File: src/rtl/rr_encoder.sv
// Request-vector to registered binary index encoder with a valid/ready output and one-hot grant pulse.
// Define RR_ENCODER_ROUND_ROBIN_EN for round-robin selection; otherwise index 0 has fixed highest priority.
module rr_encoder #(
    parameter  int unsigned INPUTS   = 8,
    localparam int unsigned IDX_BITS = $clog2(INPUTS)
) (
    input  logic                clk,
    input  logic                reset,
    input  logic [INPUTS-1:0]   req,
    output logic [IDX_BITS-1:0] out_idx,
    output logic                out_valid,
    input  logic                out_ready,
    output logic [INPUTS-1:0]   gnt,
    output logic [IDX_BITS-1:0] ptr
);

    typedef enum logic {
        EMPTY = 1'b0,
        HOLD  = 1'b1
    } state_t;

    state_t                state_q, state_d;
    logic [IDX_BITS-1:0]   idx_q, idx_d;
    logic [IDX_BITS-1:0]   ptr_q, ptr_d;

    logic                  hs_c;
    logic [INPUTS-1:0]     gnt_c;
    logic [INPUTS-1:0]     eff_c;
    logic                  sel_hit_c;
    logic [IDX_BITS-1:0]   sel_idx_c;
    logic [IDX_BITS-1:0]   ptr_next_c;
    int unsigned           cand_c;

    // Handshake and grant pulse; the just-granted requester is masked from the search.
    assign hs_c  = (state_q == HOLD) && out_ready;
    assign gnt_c = (hs_c && !reset) ? (INPUTS'(1) << idx_q) : '0;
    assign eff_c = req & ~gnt_c;

    assign ptr_next_c = (idx_q == IDX_BITS'(INPUTS - 1)) ? '0 : idx_q + IDX_BITS'(1);

    // Pick the first set bit of eff_c, scanning from ptr (round-robin) or from 0 (fixed).
    always_comb begin
        sel_hit_c = 1'b0;
        sel_idx_c = '0;
        cand_c    = 0;
        for (int unsigned i = 0; i < INPUTS; i++) begin
`ifdef RR_ENCODER_ROUND_ROBIN_EN
            cand_c = 32'(ptr_q) + i;
            if (cand_c >= INPUTS) begin
                cand_c = cand_c - INPUTS;
            end
`else
            cand_c = i;
`endif
            if (!sel_hit_c && eff_c[IDX_BITS'(cand_c)]) begin
                sel_hit_c = 1'b1;
                sel_idx_c = IDX_BITS'(cand_c);
            end
        end
    end

    // Next-state logic: load when empty, hold under backpressure, reload back-to-back on handshake.
    always_comb begin
        state_d = state_q;
        idx_d   = idx_q;
        ptr_d   = ptr_q;
        case (state_q)
            EMPTY: begin
                if (sel_hit_c) begin
                    idx_d   = sel_idx_c;
                    state_d = HOLD;
                end
            end
            HOLD: begin
                if (hs_c) begin
                    ptr_d = ptr_next_c;
                    if (sel_hit_c) begin
                        idx_d = sel_idx_c;
                    end else begin
                        state_d = EMPTY;
                    end
                end
            end
            default: state_d = EMPTY;
        endcase
    end

    always_ff @(posedge clk) begin
        if (reset) begin
            state_q <= EMPTY;
            idx_q   <= '0;
            ptr_q   <= '0;
        end else begin
            state_q <= state_d;
            idx_q   <= idx_d;
            ptr_q   <= ptr_d;
        end
    end

    assign out_idx   = idx_q;
    assign out_valid = (state_q == HOLD);
    assign ptr       = ptr_q;
    assign gnt       = gnt_c;

endmodule

File: config.mk
export PLATFORM = sky130hd
export DESIGN_NAME = rr_encoder
export DESIGN_NICKNAME = d
export VERILOG_FILES = /design/src/rtl/rr_encoder.sv
export SDC_FILE = /design/constraint.sdc
export NUM_CORES = 1
export LEC_CHECK = 0
export BUFFER_PORTS_ARGS = -buffer_cell sky130_fd_sc_hd__buf_4
export CORE_MARGIN = 2
export CORE_UTILIZATION = 41
export CTS_CLUSTER_DIAMETER = 120
export CTS_CLUSTER_SIZE = 12
export DETAILED_ROUTE_END_ITERATION = 16
export PLACE_DENSITY = 0.85
export SYNTH_ARGS = -nofsm -noshare
export SYNTH_HDL_FRONTEND = slang
export SYNTH_SLANG_ARGS = --single-unit
File: constraint.sdc
create_clock -name clk -period 1.8 [get_ports clk]
set_clock_uncertainty 0.1 [all_clocks]
set_input_delay 0.18 -clock clk [delete_from_list [all_inputs] [get_ports clk]]
set_output_delay 0.18 -clock clk [all_outputs]
set_load 0.02 [all_outputs]
==> reports/qor.yml <==
status:
  status: "complete, but fails checks"
  violations: "setup timing"
synth:
  seq_area_frac_synth_pct: 22.9
  ys_seq_elements: 7
  synth_area_um2: 612
  syn_nets: 86
  avgSynthCellArea_um2: 8.87
  yosys_warnings: 0
  synth-async-reset-ratio_pct: 0
  synth_cells: 69
  synth_edf_count: 0
  synthFlopType: "dfxtp_1"
  synth_cell_type_count: 31
sta:
  fin_ws_ns: -0.000840
  rsz0062_at_grt: "yes"
  hold_viol: 0
  post-route-min-period_ns: 1.80
  max_freq_mhz: 555
  whs_ns: 0.151
  relSlewSlack_pct: 74.0
  worst_slew_pin_slew_ns: 0.389
  finalMaxSlewViolations: 0
  timing.final.crit_share_pct: 100
  setup_viol: 1
clocking:
  clock_sinks: 7
  htree_levels: 1
  cts-root-buf: "clkbuf_4"
  cts_buffers: 3
  clkTransAtPathRegs_ns: 0.05
  cts_tree: "done"
  hold_buffers: 0
  clk_latency_ns: 0.24
  ctsLongestPathBuffers: 2
route:
  routedWlPerCell_um: 14.1
  remaining_drc_errors: 0
  vias: 644
  dr.pass1.iters: 4
  drt_iter0_drc: 8
  routed_wirelength_mm: 1.75
  drtAntennaViolNets: 0
  vias_per_cell: 5.19
power:
  p_leak_nw: 0.482
  powerDensity_nw_per_um2: 455
  peakVddDrop_mv: 0.409
layout:
  final_area_um2: 1100
  final_common_cell: "buf_4"
  area_delta_synth_final_pct: 80.0
  n_antenna_cell: 0
  nNetsFinal: 127
  drive_gt1_share_pct: 70.6
  final_cell_mix: "buf_4, nor2_1, ha_4"
  nFillCells: 86
die:
  die_y_um: 42.6
  row_count: 13
  fp.dieArea_um2: 1820
  start_util_pct: 45.3
  die_w_um: 42.6
  core_um2: 1350
  ioPinCount: 26
worst_setup_path:
  r2r_setup_slack_ns: -0.0008
  path_class: "reg -> reg"
  cp.required_ns: 1.85
  crit_path_end_kind: "flip-flop"
  path_max_fanout: 4
  crit_arrival_ns: 1.85
  start_kind: "flip-flop"
global_route:
  antenna_found_initial: 0
  grt_pass1_wl_mm: 2.73
  grt_max_degree: 8
  grt-ovfl-total: 0
  first_global_vias: 638
  grt_use_total_pct: 19.7
place:
  gp_congestion: 0.782
  place_ws_ns: -0.119
  placed_area_um2: 905
  port_buffers: 25
  hpwl_mm: 1.33
flow_run:
  drv_cap: 0
worst_hold_path:
  hp-class: "in -> reg"
[through the flow]
step	cells	TNS (ns)	utilization [%]	power, mW
finish	124	-0.000840	81.6	0.500
global route	124	-0.223	81.6	0.535
detailed placement	115	-0.317	67.0	0.329
floorplan	69	0	-	0.265
CTS	122	-0.0691	76.7	0.495
global placement	115	-0.152	67.0	0.324
[what timing repair did]
item / 4_1_cts / 5_1_grt
hold endpoints to repair: 0 / 0
pin swaps: 8 / 8
buffers inserted: 3 / 2
endpoints found under the setup margin: 3 / 4
gates resized for setup: 18 / 12
[flip-flops by register name, indices dropped and copies added (netlist names)]
register	cells
out_idx	3
out_valid	1
ptr	3
[cells by family after synthesis]
family | Yosys count | share of synthesized area (%)
DFF | 7 | 22.9
AOI/OAI and AO/OA | 16 | 21.5
buffers and inverters | 8 | 6.14
and+or+nand+nor | 32 | 37.2
adders and majority gates | 6 | 12.3
[synth_stat cells, types with 2 or more instances]
master	instances	area [um^2]
nand2_1	4	15.0
a21oi_1	5	25.0
nor2b_2	2	17.5
and2_1	2	12.5
nor3_1	2	10.0
o21ai_2	3	26.3
nand3_1	2	10.0
inv_1	7	26.3
ha_1	6	75.1
and3b_2	2	20.0
dfxtp_1	7	140
a221oi_1	2	17.5
nor2_1	7	26.3
[final timing paths]
check / start / end / cells after the start
setup / recovery: out_idx[1]$_SDFFE_PP0P_ / out_idx[0]$_SDFFE_PP0P_ / 6
hold / removal: out_ready / ptr[1]$_SDFFE_PP0P_ / 3
setup reg to reg: out_idx[1]$_SDFFE_PP0P_ / out_idx[0]$_SDFFE_PP0P_ / 6
hold reg to reg: ptr[1]$_SDFFE_PP0P_ / ptr[1]$_SDFFE_PP0P_ / 2
[where the power goes]
group	total, mW	leakage [nW]	internal (mW)	switching, mW
logic	0.186	0.407	0.0911	0.0946
clock network	0.136	0.0150	0.0842	0.0521
registers	0.178	0.0597	0.164	0.0144
total	0.500	0.482	0.339	0.161
[per-layer routing]
layer  global-route usage (%)  routed length, um
met1                     23.7                780
met2                     33.3                877
met3                     4.74                 72
met4                     7.50                 17
met5                        0                  0
[worst max-delay path: stages (launching register included)]
cell	delay, ns
dfxtp_4	0.40
inv_4	0.06
ha_1	0.19
and3_2	0.22
nand2b_1	0.15
a311o_1	0.37
a221oi_2	0.23
[final cells by class]
type | count | area, um^2 | area share (%)
Multi-Input combinational cell | 54 | 588 | 53.4
Timing Repair Buffer | 37 | 282 | 25.6
Sequential cell | 7 | 153 | 13.9
Inverter | 7 | 33.8 | 3.07
Clock buffer | 4 | 26.3 | 2.39
Tap cell | 15 | 18.8 | 1.70
(Power assumes the default switching activity.)
